===== src/rtl/vlsu_req_sched.sv =====
// Request scheduler in front of the VLSU control machine: a locked round-robin
// arbiter over NrReq requesters with store credit tracking and fence ordering.
module vlsu_req_sched #(
  parameter int unsigned NrReq      = 2,
  parameter int unsigned MaxOutstSt = 8,
  parameter type         vlsu_req_t = logic
) (
  input  logic                     clk_i,
  input  logic                     rst_i,
  input  logic [NrReq-1:0]         req_valid_i,
  output logic [NrReq-1:0]         req_ready_o,
  input  vlsu_req_t                req_i [NrReq],
  input  logic [NrReq-1:0]         req_is_store_i,
  input  logic [NrReq-1:0]         req_fence_i,
  output logic                     out_valid_o,
  input  logic                     out_ready_i,
  output vlsu_req_t                out_req_o,
  output logic [$clog2(NrReq)-1:0] out_id_o,
  input  logic                     st_done_i,
  output logic [7:0]               st_outst_o,
  output logic                     st_pending_o,
  output logic                     err_o
);

  localparam int unsigned IdW   = $clog2(NrReq);
  localparam logic [7:0]  MaxSt = 8'(MaxOutstSt);

  typedef logic [IdW-1:0] id_t;
  typedef enum logic {IDLE, LOCK} state_e;

  state_e     state_q;
  id_t        ptr_q;
  id_t        lock_id_q;
  logic [7:0] cnt_q;
  logic [7:0] cnt_d;
  logic       pend_q;
  logic       err_q;
  logic       underflow;

  logic [NrReq-1:0] elig;
  logic             pick_valid;
  id_t              pick_id;
  logic             gnt_valid;
  id_t              gnt_id;
  logic             hs_st;

  function automatic id_t next_ptr(input id_t id);
    return (id == id_t'(NrReq - 1)) ? '0 : id + id_t'(1);
  endfunction

  // Eligibility reads the registered count, so a completion never releases a
  // fence or a credit within its own cycle.
  // NOTE: every always_comb output gets a default first so no path leaves it unassigned (no latch).
  always_comb begin
    elig       = '0;
    pick_valid = 1'b0;
    pick_id    = '0;
    for (int i = 0; i < NrReq; i++) begin
      elig[i] = req_valid_i[i]
              & (~req_fence_i[i]    | (cnt_q == 8'd0))
              & (~req_is_store_i[i] | (cnt_q < MaxSt));
    end
    for (int k = 0; k < NrReq; k++) begin
      id_t cand;
      cand = id_t'((int'(ptr_q) + k) % int'(NrReq));
      if (!pick_valid && elig[cand]) begin
        pick_valid = 1'b1;
        pick_id    = cand;
      end
    end
  end

  // The IDLE grant is combinational, so outputs are masked by rst_i to read
  // inactive for the whole time reset is held, not just after the next edge.
  always_comb begin
    gnt_valid = 1'b0;
    gnt_id    = '0;
    if (state_q == LOCK) begin
      gnt_valid = 1'b1;
      gnt_id    = lock_id_q;
    end else if (pick_valid) begin
      gnt_valid = 1'b1;
      gnt_id    = pick_id;
    end
    out_valid_o = gnt_valid & ~rst_i;
    out_id_o    = rst_i ? '0 : gnt_id;
    out_req_o   = rst_i ? '0 : req_i[gnt_id];
    req_ready_o = '0;
    if (out_valid_o) req_ready_o[gnt_id] = out_ready_i;
    hs_st = out_valid_o & out_ready_i & req_is_store_i[gnt_id];
  end

  always_comb begin
    cnt_d     = cnt_q;
    underflow = 1'b0;
    case ({hs_st, st_done_i})
      2'b10: cnt_d = cnt_q + 8'd1;
      2'b01: begin
        if (cnt_q != 8'd0) cnt_d = cnt_q - 8'd1;
        else               underflow = 1'b1;
      end
      default: ;
    endcase
  end

  // NOTE: sequential state uses non-blocking assignments only, so every flop samples pre-edge values.
  always_ff @(posedge clk_i or posedge rst_i) begin
    if (rst_i) begin
      state_q   <= IDLE;
      ptr_q     <= '0;
      lock_id_q <= '0;
      cnt_q     <= '0;
      pend_q    <= 1'b0;
      err_q     <= 1'b0;
    end else begin
      cnt_q  <= cnt_d;
      pend_q <= (cnt_d != 8'd0);
      err_q  <= err_q | underflow;
      case (state_q)
        IDLE: begin
          if (pick_valid) begin
            if (out_ready_i) begin
              ptr_q <= next_ptr(pick_id);
            end else begin
              lock_id_q <= pick_id;
              state_q   <= LOCK;
            end
          end
        end
        LOCK: begin
          if (out_ready_i) begin
            ptr_q   <= next_ptr(lock_id_q);
            state_q <= IDLE;
          end
        end
        default: state_q <= IDLE;
      endcase
    end
  end

  assign st_outst_o   = cnt_q;
  assign st_pending_o = pend_q;
  assign err_o        = err_q;

endmodule


===== config.mk =====
export PLATFORM = sky130hd
export DESIGN_NAME = vlsu_req_sched
export DESIGN_NICKNAME = d
export VERILOG_FILES = /design/src/rtl/vlsu_req_sched.sv
export SDC_FILE = /design/constraint.sdc
export NUM_CORES = 1
export LEC_CHECK = 0
export ABC_AREA = 1
export ABC_CLOCK_PERIOD_IN_PS = 3500
export CAP_MARGIN = 10
export CORE_MARGIN = 5
export CORE_UTILIZATION = 50
export CTS_CLUSTER_DIAMETER = 100
export DETAILED_ROUTE_END_ITERATION = 10
export PLACE_DENSITY_LB_ADDON = 0.08
export SETUP_SLACK_MARGIN = 0.4
export SLEW_MARGIN = 0
export SYNTH_ARGS = -nofsm -noshare
export SYNTH_HDL_FRONTEND = slang
export SYNTH_SLANG_ARGS = --single-unit

===== constraint.sdc =====
create_clock -name clk_i -period 3.5 [get_ports clk_i]
set_clock_uncertainty 0.05 [all_clocks]
set_input_delay 0.525 -clock clk_i [delete_from_list [all_inputs] [get_ports clk_i]]
set_output_delay 0.525 -clock clk_i [all_outputs]
set_load 0.01 [all_outputs]

==> results by group, run 1 <==
Run status
  • Outcome: finished, final reports clean

Critical path
  • CP top delay family: simple AND/OR/NAND/NOR gates
  • Worst Path Max Fanout: 7
  • Critical Path RT: 2.92 ns
  • CP Buf/Inv Count: 3
  • CP endpoint kind: output pin
  • Crit Path Category: register to output pin
  • Critical Path Start Type: register
  • Cell with the most instances on the worst path: nor2_8
  • Slowest-stage cell, CP: clkdlybuf4s50_1
  • CP max stage delay: 0.54 ns
  • Reg2reg start: st_outst_o[0]
  • Worst Reg-to-Reg Cells: 17
  • Crit-path cells: inv_1 > ha_1 > nand2_4 > nor2_8 > nor2_4 > nor2_8 > inv_2 > nand3_2 > nand4_1 > nor2_1 > clkdlybuf4s50_1
  • Worst Setup SP: st_outst_o[0]
  • WP data arrival: 2.34 ns
  • R2R Setup Slk: 0.79 ns
  • R2r endpoint: st_pending_o

Timing
  • Final critical-path required period: 2.92 ns
  • Fin. Hold Viols: 0
  • Final period utilization: 0.834
  • Final slew viol count: 0
  • Setup TNS: 0 ns
  • RSZ-0062 raised after global routing: no
  • Worst Max-Slew Pin Slew: 0.371 ns
  • Fmax: 343 MHz
  • Slew HR: 0.752
  • # setup viols final: 0

Finish
  • Layout cell share with drive strength beyond 1: 0.133
  • Most common cell after layout, fill and taps aside: nand2_1
  • P&R area growth vs syn: 25.3%
  • Nets@finish: 229
  • Flip-flop and latch area: 327 um^2
  • Inserted Diodes: 0
  • Fillcell total: 220
  • Area of the multi-input gates: 752 um^2
  • Commonest cells after routing, fill and taps aside: 51 x nand2_1, 31 x inv_1, 24 x clkdlybuf4s50_1

GRT
  • Overall Global Routing Usage: 0.190
  • Initial antenna violation count: 0
  • Vias in the first global route: 1189
  • Largest net degree at the start of global routing: 16
  • First-pass GRT wire length: 5.18 mm
  • Grt total ovfl: 0

Power and ir drop
  • Final Total Pwr: 967 uW
  • Leakage power: 0.000841 uW
  • Power Density: 628 mW/mm^2
  • VDD IR max: 0.417 mV
  • Clk network pwr share: 0.095
  • Switching share of power: 0.485
  • Seq pwr share: 0.313
  • Int Pwr: 498 uW
  • Switching power: 469 uW
  • Logic gate share of total power: 0.592

Synthesis
  • Seq/Total Area, Yosys: 0.265
  • Number of flops mapped to enable cells by yosys: 0
  • Syn_area_per_cell: 6.68 um^2
  • Post-Syn Area: 0.00123 mm^2
  • Async SR Flop Fraction: 1.00
  • Synth Net Count: 201
  • Synth cell types: 26
  • Mapped Cells: 184
  • Synthesis-stage register bit count: 13
  • Dominant synthesized flop cell: dfrtp_1
  • Syn. warnings: 0

Floorplanning
  • Die W: 59.6 um
  • Core Region: 0.00241 mm^2
  • Num ports: 27
  • Die area: 0.00355 mm^2
  • Std-Cell Rows: 18
  • Die H: 59.6 um
  • Starting Density: 0.510

Route
  • 1st-iter DRT viols: 54
  • Remaining antenna violation count: 0
  • Vias per inst: 5.07
  • WL final: 2.94 mm
  • Via count: 1222
  • Routed WL per cell: 12.2 um
  • Drc violations: 0
  • Detailed Routing Iterations Pass 1: 4

Clock tree
  • Skew-Pair Late Insertion Delay: 0.28 ns
  • CTS Buf Count: 3
  • Htree depth: 1
  • Clk root buf: clkbuf_4
  • Post-CTS Setup Repair Bufs: 0
  • CTS tree: yes
  • Clock sink total: 13
  • Clock buffer depth: 2
  • CTS clk-pin slew, worst paths: 0.07 ns
  • Post_cts resized: 0
  • Cts hold-fix bufs: 0

Worst hold path
  • Hold Path Sink: lock_id_q
  • Worst hold path class: register to register
  • Beginning of the worst hold path: lock_id_q
  • Hold Path Depth: 2

Job
  • Max-cap violations: 0

Place
  • GPL Wtd Cong: 0.869
  • IO Port Bufs: 26
  • Dpl hpwl: 2.37 mm
worst min-delay path, cell delays in order (launching register included):
cell	delay [ns]
dfrtp_1	0.35
nand2_1	0.05
nand2_1	0.05
flip-flops by register name, summed over array words and instances, names as in the netlist:
name          cells
st_outst_o        8
st_pending_o      1
state_q           1
ptr_q             1
err_o             1
lock_id_q         1
worst max-delay path by stage:
stage	endpoint	slack, ns	depth (start not counted)
finish	req_ready_o[0]	0.58	11
global placement	st_pending_o	0.71	15
detailed placement	st_pending_o	0.66	16
floorplan	st_pending_o	0.90	16
CTS	req_ready_o[1]	0.50	11
global route	req_ready_o[0]	0.41	11
area by class of cell:
class,instances,share of cell area
clock buffer,4,0.0171
inverter,33,0.0805
multi-input combinational,134,0.489
sequential,13,0.212
tap,30,0.0244
timing repair buffer,27,0.177
cells in the mapped netlist, types with 3 or more instances:
cell type  count  share of area
nand2_1       51           0.16
inv_1         31          0.095
nand3_1       22          0.090
nor2_1        14          0.043
dfrtp_1       13           0.26
o21ai_0        8          0.033
ha_1           5          0.051
a21oi_1        4          0.016
nand4_1        4          0.020
nor2_4         4          0.037
nand2_2        3          0.015
nand3_2        3          0.024
metal layers:
metal  wire [um]  part of all wire  vias up  global-route usage
met1        1360              0.46      549               0.260
met2        1320              0.45       38               0.298
met4          46             0.016        0              0.0728
li1            -                 -      629                   -
met3         212             0.072        6              0.0327
met5           0                 0        -                   0
stage by stage:
stage | hold slack (ns) | setup slack (ns) | cells | instance area (um^2) | utilization
floorplan | 0.377 | 0.900 | 184 | 1230 | -
global placement | 0.410 | 0.706 | 237 | 1500 | 0.624
detailed placement | 0.416 | 0.656 | 237 | 1500 | 0.624
CTS | 0.432 | 0.498 | 241 | 1530 | 0.635
global route | 0.439 | 0.411 | 241 | 1540 | 0.639
finish | 0.428 | 0.581 | 241 | 1540 | 0.639
power by group through the flow:
stage / Combinational, uW / Sequential (uW) / Clock [uW]
floorplan: 407 / 285 / 0
CTS: 577 / 300 / 95.6
finish: 572 / 303 / 92.3
global placement: 566 / 300 / 0
global route: 640 / 317 / 105
detailed placement: 574 / 304 / 0
kinds of logic (layout without fill, tap and decap cells):
logic type	Yosys count	in the layout	synth area share
buffers and inverters	37	64	0.125
adders and majority gates	5	5	0.0509
DFF	13	13	0.265
AOI/OAI and AO/OA	17	17	0.0794
xor gates and xnor gates	2	2	0.0143
and+or+nand+nor	110	110	0.465
Note: power is estimated with default switching activity, not from simulation.
==> run 2, diff against run 1 <==
ABC_CLOCK_PERIOD_IN_PS = 3000   (was 3500)
clock period = 3 ns   (was 3.5 ns; I/O delays follow)
==> results by group, run 2 (synthesized netlist as in run 1, its figures left out) <==
Run status
  • Outcome: finished, final reports clean

GRT
  • Largest net degree at the start of global routing: 12 (-4)
  • Met2 GRT Util: 0.296 (-0.00156)
  • Grt met1 use: 0.253 (-0.00698)
  • Overall Global Routing Usage: 0.190 (-0.000193)
  • GR peak layer: met2
  • Vias in the first global route: 1152 (-3.1%)
  • Met3 Use GR: 0.0349 (+0.00218)
  • First-pass GRT wire length: 5.11 mm (-1.4%)
  • Grt total ovfl: 0 (unchanged)
  • Initial antenna violation count: 0 (unchanged)

Floorplanning
  • Std-Cell Rows: 18 (unchanged)
  • Num ports: 27 (unchanged)
  • Die area: 0.00355 mm^2 (unchanged)
  • Starting Density: 0.510 (unchanged)
  • Core Region: 0.00241 mm^2 (unchanged)
  • Die W: 59.6 um (unchanged)
  • Die H: 59.6 um (unchanged)

Timing
  • Fin. Hold Viols: 0 (unchanged)
  • Setup TNS: 0 ns (unchanged)
  • RSZ-0062 raised after global routing: yes
  • Final period utilization: 0.827
  • Final slew viol count: 0 (unchanged)
  • Hold Slack: 0.436 ns (+0.00730 ns)
  • # setup viols final: 0 (unchanged)
  • Final critical-path required period: 2.48 ns
  • Worst Max-Slew Pin Slew: 0.274 ns (-0.0974 ns)
  • Slew HR: 0.817 (+0.0649)
  • Fmax: 403 MHz

Power and ir drop
  • VDD IR max: 0.675 mV (+62%)
  • Switching power: 606 uW (+29%)
  • Leakage power: 0.000872 uW (+3.7%)
  • Power Density: 756 mW/mm^2 (+20%)
  • Int Pwr: 667 uW (+34%)
  • Clk network pwr share: 0.084 (-0.011)
  • Switching share of power: 0.476 (-0.00862)
  • Logic gate share of total power: 0.642 (+0.050)
  • Seq pwr share: 0.273 (-0.040)

Finish
  • Nets@finish: 239 (+4.4%)
  • P&R area growth vs syn: 37.1%
  • Commonest cells after routing, fill and taps aside: 50 x nand2_1, 28 x inv_1, 21 x clkdlybuf4s50_1
  • Post-layout util: 0.699 (+0.0602)
  • Max FFs per register: 8 (unchanged)
  • Layout cell share with drive strength beyond 1: 0.258 (+0.125)
  • Inserted Diodes: 0 (unchanged)
  • Most common cell after layout, fill and taps aside: nand2_1

Job
  • Max-cap violations: 0 (unchanged)

Clock tree
  • Clk root buf: clkbuf_4
  • CTS clk-pin slew, worst paths: 0.08 ns (about the same)
  • Clock sink total: 13 (unchanged)
  • CTS tree: yes
  • Htree depth: 1 (unchanged)
  • Cts hold-fix bufs: 0 (unchanged)
  • Clock buffer depth: 2 (unchanged)
  • Skew-Pair Late Insertion Delay: 0.27 ns (about the same)
  • CTS Buf Count: 3 (unchanged)

Critical path
  • CP endpoint kind: output pin
  • Critical Path Stages: 10 (-1)
  • Worst Reg-to-Reg Cells: 16 (-1)
  • CP Buf/Inv Count: 2 (-1)
  • Crit Path Category: register to output pin
  • Critical Path Start Type: register
  • CP top delay family: simple AND/OR/NAND/NOR gates
  • CP max stage delay: 0.49 ns (-0.05 ns)
  • Critical Path RT: 2.50 ns (-0.42 ns)
  • WP data arrival: 1.98 ns (-0.36 ns)
  • Slowest-stage cell, CP: dfrtp_2
  • Worst Path Max Fanout: 7 (unchanged)
  • Cell with the most instances on the worst path: nand3_2
  • Crit-path cells: nor2_4 > nand3_2 > a21oi_2 > nand3_2 > nand3_4 > nand2_2 > inv_2 > nor2_2 > nor2_1 > clkdlybuf4s15_1

Route
  • WL final: 3.27 mm (+11%)
  • Routed WL per cell: 13.0 um (+6.7%)
  • Vias per inst: 5.10 (+0.49%)
  • Remaining antenna violation count: 0 (unchanged)
  • Detailed Routing Iterations Pass 1: 4 (unchanged)
  • Drc violations: 0 (unchanged)
  • 1st-iter DRT viols: 97 (+80%)
  • Via count: 1279 (+4.7%)

Place
  • Dpl hpwl: 2.40 mm (+1.1%)
  • IO Port Bufs: 26 (unchanged)
  • GPL Wtd Cong: 0.929 (+6.9%)

Worst hold path
  • Worst hold path class: primary input to asynchronous set/reset pin
==> run 2: cell count changes in the layout (fill, tap and decap cells not counted), sizes merged <==
cell and delta:
buf +10, clkbuf +2, clkdlybuf4s15 +1, clkdlybuf4s50 -3, dlygate4sd2 +2, dlymetal6s2s -2
==> run 2: what timing repair did <==
item	4_1_cts	5_1_grt
setup buffers	2	8
setup endpoints to repair	6	11
pin swaps	0	9
gates resized for setup	14	24
==> run 2: metrics by stage <==
step / setup slack, ns / total power [uW] / std cells / instance area [um^2]
floorplan: 0.400 / 808 / 184 / 1230
global placement: 0.258 / 1010 / 237 / 1500
detailed placement: 0.233 / 1020 / 237 / 1500
CTS: 0.404 / 1160 / 243 / 1550
global route: 0.363 / 1390 / 251 / 1680
finish: 0.519 / 1270 / 251 / 1680
==> run 2: per-layer routing <==
metal,share of wire,vias up
met2,0.46,42
li1,-,652
met5,0,-
met4,0.017,0
met3,0.080,6
met1,0.44,579
==> run 2: final cells by class <==
class                      instances  area (um^2)
multi-input combinational        134          833
tap                               30         37.5
inverter                          33          124
sequential                        13          333
fill                             206          726
timing repair buffer              37          330
clock buffer                       4         26.3
==> run 2: final timing paths <==
kind,start,to,slack (ns)
max,st_outst_o[3],out_req_o,0.52
min,rst_i,st_outst_o[7],0.44
max reg2reg,st_outst_o[4],st_pending_o,0.52
min reg2reg,lock_id_q,lock_id_q,0.44
max in group asynchronous,rst_i,st_outst_o[6],2.01
min in group clk_i,lock_id_q,lock_id_q,0.44
==> run 2: worst reg2reg max path, delay by kind of cell, from the launching register on <==
| family | cells | cell delay, ns |
|---|---|---|
| AOI/OAI and AO/OA | 2 | 0.31 |
| and+or+nand+nor | 12 | 1.21 |
| buffers and inverters | 1 | 0.07 |
| DFF | 1 | 0.47 |
| adders and majority gates | 1 | 0.25 |
==> run 2: power by group through the flow <==
stage	Combinational, uW	Clock (uW)	Sequential (uW)
CTS	705	109	346
global placement	657	0	350
detailed placement	670	0	354
global route	907	124	357
floorplan	475	0	333
finish	818	107	348
==> run 3, diff against run 2 <==
ABC_CLOCK_PERIOD_IN_PS = 2400   (was 3000)
clock period = 2.4 ns   (was 3 ns; I/O delays follow)
==> results by group, run 3 (synthesized netlist as in run 1, its figures left out) <==
Route
  • Routed WL per cell: 19.7 um (+51%)
  • Drc violations: 0 (unchanged)
  • Detailed Routing Iterations Pass 1: 5 (+1)
  • Remaining antenna violation count: 0 (unchanged)
  • WL final: 5.94 mm (+81%)
  • 1st-iter DRT viols: 201 (+110%)
  • Vias per inst: 5.79 (+14%)
  • Via count: 1749 (+37%)

Place
  • GPL Wtd Cong: 0.840 (-9.6%)
  • Dpl hpwl: 2.79 mm (+16%)
  • IO Port Bufs: 26 (unchanged)
  • Inst Count DP: 273 (+15%)

GRT
  • Met3 Use GR: 0.0458 (+0.0109)
  • First-pass GRT wire length: 7.47 mm (+46%)
  • Grt met1 use: 0.328 (+0.0758)
  • Largest net degree at the start of global routing: 16 (+4)
  • Grt total ovfl: 0 (unchanged)
  • Vias in the first global route: 1612 (+40%)
  • Initial antenna violation count: 0 (unchanged)
  • Overall Global Routing Usage: 0.283 (+0.0933)
  • Met2 GRT Util: 0.496 (+0.200)
  • GR peak layer: met2

Critical path
  • Crit Path Category: register to register
  • Worst Path Max Fanout: 7 (unchanged)
  • Critical Path RT: 2.56 ns (+0.06 ns)
  • WP data arrival: 2.85 ns (+0.87 ns)
  • CP endpoint kind: register
  • Critical Path Start Type: register

Clock tree
  • Clk root buf: clkbuf_4
  • Clock buffer depth: 2 (unchanged)
  • Skew-Pair Late Insertion Delay: 0.31 ns (+0.04 ns)
  • CTS Buf Count: 3 (unchanged)
  • Clock sink total: 13 (unchanged)
  • CTS tree: yes
  • CTS clk-pin slew, worst paths: 0.11 ns (+0.03 ns)
  • Cts hold-fix bufs: 0 (unchanged)
  • Htree depth: 1 (unchanged)

Finish
  • Nets@finish: 290 (+21%)
  • Commonest cells after routing, fill and taps aside: 50 x buf_4, 40 x nand2_1, 21 x clkdlybuf4s50_1
  • Layout cell share with drive strength beyond 1: 0.522 (+0.264)
  • Inserted Diodes: 0 (unchanged)
  • Final Non-Filler Cells: 302 (+20%)
  • Max FFs per register: 8 (unchanged)
  • Most common cell after layout, fill and taps aside: buf_4
  • P&R area growth vs syn: 81.3%

Worst hold path
  • Worst hold path class: primary input to asynchronous set/reset pin

Run status
  • Outcome: finished, violations left
  • Failing checks: setup timing

Floorplanning
  • Die area: 0.00355 mm^2 (unchanged)
  • Die W: 59.6 um (unchanged)
  • Std-Cell Rows: 18 (unchanged)
  • Num ports: 27 (unchanged)
  • Die H: 59.6 um (unchanged)
  • Core Region: 0.00241 mm^2 (unchanged)
  • Starting Density: 0.510 (unchanged)

Power and ir drop
  • Power Density: 1020 mW/mm^2 (+35%)
  • Leakage power: 0.00116 uW (+33%)
  • VDD IR max: 1.14 mV (+68%)

Timing
  • Worst Max-Slew Pin Slew: 0.293 ns (+0.0188 ns)
  • Fin. Hold Viols: 0 (unchanged)
  • Final critical-path required period: 2.69 ns
  • Final slew viol count: 0 (unchanged)
  • Fmax: 372 MHz
  • RSZ-0062 raised after global routing: yes
  • Hold Slack: 0.398 ns (-0.0376 ns)
  • Setup WS post-layout: -0.286 ns (-0.805 ns)
  • # setup viols final: 14 (+14)
  • Slew HR: 0.804 (-0.0130)
  • Final period utilization: 1.12

Job
  • Max-cap violations: 0 (unchanged)
==> run 3: changes by cell type in the layout (fill, tap and decap cells not counted), sizes merged <==
cell           delta
clkinv            +1
clkbuf            -3
clkdlybuf4s15     -1
buf              +56
dlygate4sd2       -2
==> run 3: per-layer routing <==
metal | share of wire | up-vias
li1 | - | 749
met1 | 0.35 | 814
met2 | 0.51 | 140
met3 | 0.080 | 46
met4 | 0.064 | 0
met5 | 0 | -
==> run 3: cell type report <==
class                           instances  area [um^2]
Fill cell                              99          183
Clock buffer                            3         22.5
Multi-Input combinational cell        134          945
Timing Repair Buffer                   88          758
Tap cell                               30         37.5
Inverter                               33          126
Sequential cell                        13          333
Clock inverter                          1         5.00
==> run 3: power breakdown <==
| group | leakage (uW) | switching [uW] | internal (uW) |
|---|---|---|---|
| Clock | 0.0000177 | 105 | 62.4 |
| Sequential | 0.000149 | 107 | 308 |
| Combinational | 0.000989 | 889 | 809 |
==> run 3: through the flow <==
| stage | total power, uW | instance area [um^2] | utilization | TNS, ns | setup WS, ns |
|---|---|---|---|---|---|
| finish | 2280 | 2230 | 0.924 | -2.19 | -0.286 |
| global route | 2390 | 2230 | 0.924 | -3.93 | -0.487 |
| CTS | 1980 | 2090 | 0.868 | -0.0303 | -0.0303 |
| detailed placement | 1600 | 1820 | 0.755 | -1.14 | -0.256 |
| global placement | 1560 | 1820 | 0.755 | -0.640 | -0.209 |
| floorplan | 1060 | 1280 | - | 0 | 0.00586 |
==> run 3: repair_timing <==
| action | in CTS | in global routing |
|---|---|---|
| pin swaps | 34 | 20 |
| resized for setup | 73 | 12 |
| setup buffers | 13 | 12 |
| setup endpoints to repair | 15 | 15 |
==> run 3: worst max-delay path, stage by stage (launching register included) <==
cell and delay [ns]:
dfrtp_2 0.47, nor2_4 0.16, nand3_2 0.13, a21oi_2 0.20, buf_4 0.13, nand2_1 0.08
nand3_2 0.12, nand3_2 0.11, a21oi_4 0.18, ha_4 0.25, a21oi_2 0.14, nand2_1 0.07
nand2_1 0.08, nand2_2 0.08, inv_1 0.07, nand2_1 0.07, nor2_2 0.14, nand2_1 0.06
==> run 3: path summary, 6_finish.rpt <==
kind	depth (start not counted)	to	start	slack (ns)
max	17	st_pending_o	st_outst_o[4]	-0.29
min	3	st_pending_o	rst_i	0.40
max reg2reg	17	st_pending_o	st_outst_o[4]	-0.29
min reg2reg	2	ptr_q	ptr_q	0.50
max in group asynchronous	3	st_outst_o[0]	rst_i	1.70
min in group clk_i	2	ptr_q	ptr_q	0.50
